--- config.mk ---
export PLATFORM = sky130hd
export DESIGN_NAME = sad_column_window
export DESIGN_NICKNAME = d
export VERILOG_FILES = /design/src/rtl/sad_column_window.sv
export SDC_FILE = /design/constraint.sdc
export NUM_CORES = 1
export LEC_CHECK = 0
export CAP_MARGIN = 20
export CORE_MARGIN = 2
export CORE_UTILIZATION = 30
export CTS_CLUSTER_SIZE = 25
export DETAILED_ROUTE_END_ITERATION = 10
export PLACE_DENSITY = 0.46
export RECOVER_POWER = 50
export SYNTH_ARGS = -nofsm -noshare
export SYNTH_HDL_FRONTEND = slang
export SYNTH_SLANG_ARGS = --single-unit
--- constraint.sdc ---
create_clock -name clk -period 4.2 [get_ports clk]
set_input_delay 0.84 -clock clk [delete_from_list [all_inputs] [get_ports clk]]
set_output_delay 0.84 -clock clk [all_outputs]
set_load 0.05 [all_outputs]
--- src/rtl/sad_column_window.sv ---
// sad_column_window
// Column-SAD engine. Each accepted NDATA_IN-bit difference column is
// popcounted by a registered binary adder tree (LVL levels after an input
// register), then folded into a running sum over the newest WIN columns of
// the current frame.
//
// Handshake: din_valid is a one-way valid with no ready. Every cycle with
// din_valid high is consumed, and frame_start is only meaningful in those
// cycles. col_valid and dout_valid are single-cycle pulses, one per column.
// In cycles without a valid column, col_count and dout hold their last
// values.
//
// Optional feature macro: SADWIN_MIN_TRACK_EN. When it is defined, the
// smallest full-window SAD of the frame and its column index are tracked.
// When it is undefined, min_sad and min_idx are tied to zero.
module sad_column_window #(
    parameter int NDATA_IN = 100,
    parameter int WIN      = 8,
    parameter int IDXW     = 16,
    localparam int LVL     = $clog2(NDATA_IN),
    localparam int CW      = $clog2(NDATA_IN + 1),
    localparam int SW      = $clog2(NDATA_IN * WIN + 1)
) (
    input  logic                clk,
    input  logic                rst,
    input  logic                din_valid,
    input  logic [NDATA_IN-1:0] din,
    input  logic                frame_start,
    output logic                col_valid,
    output logic [CW-1:0]       col_count,
    output logic                dout_valid,
    output logic [SW-1:0]       dout,
    output logic [SW-1:0]       min_sad,
    output logic [IDXW-1:0]     min_idx
);

    localparam int NPAD = 2 ** LVL;
    localparam int PW   = (WIN > 1) ? $clog2(WIN) : 1;
    localparam int FW   = $clog2(WIN + 1);

    // ------------------------------------------------------------------
    // Level 0: input register, zero-padded to a power of two.
    // ------------------------------------------------------------------
    logic [NPAD-1:0] pad_d, pad_q;
    logic [LVL:0]    vld_d, vld_q;
    logic [LVL:0]    fs_d, fs_q;

    // Capture a valid column; hold the register across bubbles.
    always_comb begin
        pad_d = pad_q;
        if (din_valid) begin
            pad_d = NPAD'(din);
        end
    end

    // Valid and frame_start flags ride alongside each tree level.
    always_comb begin
        vld_d = {vld_q[LVL-1:0], din_valid};
        fs_d  = {fs_q[LVL-1:0], din_valid & frame_start};
    end

    // Input register and the sideband pipes.
    always_ff @(posedge clk) begin
        if (rst) begin
            pad_q <= '0;
            vld_q <= '0;
            fs_q  <= '0;
        end else begin
            pad_q <= pad_d;
            vld_q <= vld_d;
            fs_q  <= fs_d;
        end
    end

    // ------------------------------------------------------------------
    // Adder tree: level k sums pairs of level k-1. Each level only loads
    // when the column below it is valid, so the final count holds over
    // bubbles. The last level is narrowed to CW bits, which is lossless
    // because the count cannot exceed NDATA_IN.
    // ------------------------------------------------------------------
    for (genvar k = 1; k <= LVL; k++) begin : g_lvl
        localparam int N = 2 ** (LVL - k);
        localparam int W = (k == LVL) ? CW : k + 1;
        logic [W-1:0] node_d [N];
        logic [W-1:0] node_q [N];

        if (k == 1) begin : g_first
            // Pair up the padded input bits.
            always_comb begin
                node_d = node_q;
                if (vld_q[0]) begin
                    for (int i = 0; i < N; i++) begin
                        node_d[i] = W'(pad_q[2*i]) + W'(pad_q[2*i+1]);
                    end
                end
            end
        end else begin : g_rest
            // Pair up the partial sums of the level below.
            always_comb begin
                node_d = node_q;
                if (vld_q[k-1]) begin
                    for (int i = 0; i < N; i++) begin
                        node_d[i] = W'(g_lvl[k-1].node_q[2*i]) + W'(g_lvl[k-1].node_q[2*i+1]);
                    end
                end
            end
        end

        // Tree level register.
        always_ff @(posedge clk) begin
            if (rst) begin
                for (int i = 0; i < N; i++) begin
                    node_q[i] <= '0;
                end
            end else begin
                node_q <= node_d;
            end
        end
    end

    logic col_fs;

    assign col_count = g_lvl[LVL].node_q[0];
    assign col_valid = vld_q[LVL];
    assign col_fs    = fs_q[LVL];

    // ------------------------------------------------------------------
    // Window stage: circular buffer of the last WIN column counts and a
    // running sum. A frame_start column wipes the buffer, so unfilled
    // slots subtract zero while the window is filling.
    // ------------------------------------------------------------------
    logic [CW-1:0] win_buf_d [WIN];
    logic [CW-1:0] win_buf_q [WIN];
    logic [PW-1:0] wr_ptr_d, wr_ptr_q;
    logic [SW-1:0] sum_d, sum_q;
    logic [FW-1:0] fill_d, fill_q;
    logic [SW-1:0] dout_d, dout_q;
    logic          dout_valid_d, dout_valid_q;

    // Next window state for an emerging column.
    always_comb begin
        win_buf_d    = win_buf_q;
        wr_ptr_d     = wr_ptr_q;
        sum_d        = sum_q;
        fill_d       = fill_q;
        dout_d       = dout_q;
        dout_valid_d = 1'b0;
        if (col_valid) begin
            if (col_fs) begin
                for (int i = 0; i < WIN; i++) begin
                    win_buf_d[i] = '0;
                end
                win_buf_d[0] = col_count;
                wr_ptr_d     = PW'(1 % WIN);
                sum_d        = SW'(col_count);
                fill_d       = FW'(1);
            end else begin
                sum_d               = sum_q + SW'(col_count) - SW'(win_buf_q[wr_ptr_q]);
                win_buf_d[wr_ptr_q] = col_count;
                wr_ptr_d            = (wr_ptr_q == PW'(WIN - 1)) ? '0 : wr_ptr_q + 1'b1;
                fill_d              = (fill_q == FW'(WIN)) ? fill_q : fill_q + 1'b1;
            end
            dout_d       = sum_d;
            dout_valid_d = (fill_d == FW'(WIN));
        end
    end

    // Window state registers.
    always_ff @(posedge clk) begin
        if (rst) begin
            for (int i = 0; i < WIN; i++) begin
                win_buf_q[i] <= '0;
            end
            wr_ptr_q     <= '0;
            sum_q        <= '0;
            fill_q       <= '0;
            dout_q       <= '0;
            dout_valid_q <= 1'b0;
        end else begin
            win_buf_q    <= win_buf_d;
            wr_ptr_q     <= wr_ptr_d;
            sum_q        <= sum_d;
            fill_q       <= fill_d;
            dout_q       <= dout_d;
            dout_valid_q <= dout_valid_d;
        end
    end

    assign dout       = dout_q;
    assign dout_valid = dout_valid_q;

`ifdef SADWIN_MIN_TRACK_EN
    // ------------------------------------------------------------------
    // Minimum tracking. col_idx only feeds min_idx, so it lives here.
    // The compare uses the registered window result, so a new minimum
    // shows up one cycle after its dout_valid. A frame_start column
    // re-arms the tracker before any window of the new frame is compared.
    // ------------------------------------------------------------------
    logic [IDXW-1:0] col_idx_d, col_idx_q;
    logic [SW-1:0]   min_sad_d, min_sad_q;
    logic [IDXW-1:0] min_idx_d, min_idx_q;

    // Column index within the frame; wraps naturally at 2^IDXW.
    always_comb begin
        col_idx_d = col_idx_q;
        if (col_valid) begin
            col_idx_d = col_fs ? '0 : col_idx_q + 1'b1;
        end
    end

    // Strict less-than keeps the earliest of equal windows.
    always_comb begin
        min_sad_d = min_sad_q;
        min_idx_d = min_idx_q;
        if (col_valid && col_fs) begin
            min_sad_d = '1;
            min_idx_d = '0;
        end else if (dout_valid_q && (dout_q < min_sad_q)) begin
            min_sad_d = dout_q;
            min_idx_d = col_idx_q;
        end
    end

    // Tracking registers.
    always_ff @(posedge clk) begin
        if (rst) begin
            col_idx_q <= '0;
            min_sad_q <= '1;
            min_idx_q <= '0;
        end else begin
            col_idx_q <= col_idx_d;
            min_sad_q <= min_sad_d;
            min_idx_q <= min_idx_d;
        end
    end

    assign min_sad = min_sad_q;
    assign min_idx = min_idx_q;
`else
    assign min_sad = '0;
    assign min_idx = '0;
`endif

endmodule

==> impl_metrics.csv <==
group,metric,value,unit
run_status,status,"finished with violations",
run_status,violations,"capacitance limit, slew limit",
min_path,hold_path_class,"flip-flop to flip-flop",
drt,ant_nets,0,
finish,final_cell_mix,"493 x nor2_1, 487 x dfxtp_1, 357 x mux2i_1",
timing,rsz0062_at_grt,"false",
worst_setup_path,crit_type,"flip-flop to flip-flop",
finish,nets,2715,
yosys,ys_types,59,
worst_setup_path,crit_family,"compound AO/OA/AOI/OAI gates",
worst_setup_path,crit_path_top_delay_cell,"dfxtp_1",
timing,relSlewSlack,-0.538,
finish,fill_cells,7603,
timing,fmax,266,MHz
timing,slew_violations,102,
clock_tree,hold_buffers,0,
yosys,synth_top_family_by_area,"multiplexers",
finish,antennaDiodeCount,0,
timing,finalSetupViolations,0,
worst_setup_path,cp.required,4.75,ns
yosys,synth_area_leaders,"dfxtp_1 43%, mux2i_1 16%, ha_1 9.8%",
yosys,synth_compound_area_frac,0.0781,
yosys,yosysTopAreaCell,"dfxtp_1",
power_and_ir_drop,ir_drop,0.000331,V
min_path,worstHoldStart,"fs_q[5]",
power_and_ir_drop,p_leak,11.0,nW
die,die_x,280,um
clock_tree,h-tree-depth,2,
power_and_ir_drop,design_power_total,10.5,mW
drt,vias,15600,
worst_setup_path,arrival,4.32,ns
drt,drt-total-wl,47200,um
yosys,synthCells,2309,
yosys,synth_xor_area_frac,0.0153,
clock_tree,root_buffer,"clkbuf_16",
worst_setup_path,timing.rr.start,"wr_ptr_q[0]",
worst_setup_path,crit_start,"wr_ptr_q[0]",
global_routing,grt_usage,0.119,
yosys,synth.area.mux_share,0.163,
worst_setup_path,cp-end-kind,"flip-flop",
clock_tree,clk_pin_slew,0.06,ns
worst_setup_path,startpoint_type,"flip-flop",
clock_tree,postCtsSetupRepairBufs,0,
finish,syn2layout_area_growth,17.3,%
global_routing,grt_pass1_vias,15700,
clock_tree,ctsResizeCount,0,
drt,drt-initial-drc-count,808,
yosys,async_flop_share,0,
global_routing,grt_pass1_wl,78700,um
placed_design,post-dp-hpwl,31800,um
placed_design,globalplace.congestion,0.821,
placed_design,port_buffers,122,
timing,fin_crit_sh,0.897,
yosys,yosys_warnings,0,
die,fp.coreArea,0.0758,sq mm
global_routing,antenna_found_initial,1,
yosys,syn_area_per_cell,9.92,sq um
drt,avgViaCountPerCell,4.58,
die,row_count,101,
timing,finalCriticalPeriod,3.77,ns
yosys,synth_edf_count,0,
yosys,synth.top_cell.area_share,0.429,
timing,finalHoldViolCount,0,
finish,drive_gt1_frac,0.0541,
drt,wire_per_inst,13.9,um
timing,fin_setup_tns,0,ns
clock_tree,cts_num_sinks,491,
clock_tree,tritoncts,"built",
timing,tightest_slew,2.31,ns
die,die_area,0.0786,sq mm
yosys,ys_seq_area_frac,0.429,
worst_setup_path,path_buf_inv,3,
worst_setup_path,critPathMaxFanout,19,
drt,drtPass1Iterations,5,
yosys,yosys.area_share.simple,0.117,
global_routing,overflow,0,
finish,final_common_cell,"nor2_1",
clock_tree,cts_made_buffers,58,
die,io_pins,149,
timing,clock_skew,0.0132,ns
yosys,synth_area,0.0229,sq mm
worst_setup_path,cpPeakStageDelay,0.75,ns
yosys,synth-seq-cells,491,
yosys,synth_fa_ha_area_frac,0.147,
worst_setup_path,path_cells,"buf_4, nor2_1, a221oi_1, o22ai_1, ha_1, inv_1, ha_1, inv_1, fa_1, nor2b_1, o21a_1, o21ai_0, a2111o_1, nand3_1",
yosys,synth_ff_type,"dfxtp_1",
drt,drcViolationCount,0,
die,initial_core_util,0.302,
clock_tree,clk_latency,0.61,ns
job,max_cap_viol_count,1,
clock_tree,clockBufferDepth,3,
power_and_ir_drop,power_density,392,mW/mm^2
global_routing,grt_max_degree,168,
die,fp.dieH,280,um
per-layer routing:
metal	wire length, um	GRT usage	vias to the layer above
li1	-	-	7954
met4	1090	0.0358	0
met1	23400	0.161	7267
met2	20600	0.191	253
met5	0	0	-
met3	2080	0.0241	83
metrics by stage:
| step | util | setup WS (ns) | area (sq um) | cells | hold WS (ns) |
|---|---|---|---|---|---|
| 6_report | 0.354 | 0.434 | 26900 | 3398 | 0.429 |
| 5_1_grt | 0.354 | 0.105 | 26900 | 3398 | 0.458 |
| 4_1_cts | 0.355 | 0.428 | 26900 | 3398 | 0.433 |
| 3_5_place_dp | 0.329 | 0.461 | 24900 | 3294 | 0.424 |
| 3_3_place_gp | 0.328 | 0.476 | 24900 | 3291 | 0.416 |
| 2_1_floorplan | - | 0.850 | 23000 | 2334 | 0.414 |
synth_stat cells, types with 6 or more instances:
| library cell | number |
|---|---|
| a211oi_1 | 42 |
| and2_1 | 8 |
| inv_1 | 115 |
| nor3b_1 | 8 |
| nand3_1 | 14 |
| a311oi_1 | 10 |
| nand2_1 | 31 |
| a21oi_1 | 42 |
| buf_4 | 26 |
| dfxtp_1 | 491 |
| buf_2 | 20 |
| xnor2_1 | 36 |
| nand3b_1 | 7 |
| nand2b_1 | 9 |
| o21a_1 | 7 |
| mux2i_1 | 357 |
| nor2_1 | 493 |
| o21ai_0 | 36 |
| o21ai_1 | 6 |
| fa_1 | 56 |
| nor2b_1 | 34 |
| ha_1 | 179 |
| a22oi_1 | 54 |
| buf_1 | 22 |
| clkbuf_1 | 90 |
| a21o_1 | 33 |
| nor3_1 | 17 |
| mux2_2 | 6 |
power breakdown:
part	leakage, nW	internal (mW)	total [mW]	switching [mW]
Clock	0.962	3.14	5.13	1.99
Sequential	3.98	4.76	4.84	0.0829
Combinational	6.10	0.260	0.559	0.299
Total	11.0	8.16	10.5	2.38
cell families (layout without fill, tap and decap cells):
family,Yosys count,in the layout
compound gates,262,262
xor+xnor,40,40
fa+ha+maj,235,235
buf+inv,274,360
flops,491,491
mux,367,367
other cells,1,26
simple gates,639,639
area by class of cell:
class	instances	area (sq um)	share of cell area
Inverter	115	432	0.0161
Clock buffer	88	1780	0.0662
Tap cell	978	1220	0.0455
Clock inverter	16	194	0.00722
Multi-Input combinational cell	1569	12000	0.447
Sequential cell	491	9840	0.366
Timing Repair Buffer	141	1390	0.0517
registers in the layout, summed over array words and instances (netlist names):
register and cells:
col_count 7, dout_valid 1, fill_q 4, fs_q 8, g_lvl.node_q 294, pad_q 100, sum_q 10, vld_q 8
win_buf_q 56, wr_ptr_q 3
final timing paths:
path              endpoint  slack, ns  cells after the start
hold / removal     fs_q[6]       0.43                      1
setup / recovery  sum_q[8]       0.43                     14
hold reg to reg    fs_q[6]       0.43                      1
setup reg to reg  sum_q[8]       0.43                     14
Power figures use the tool's default switching activity.
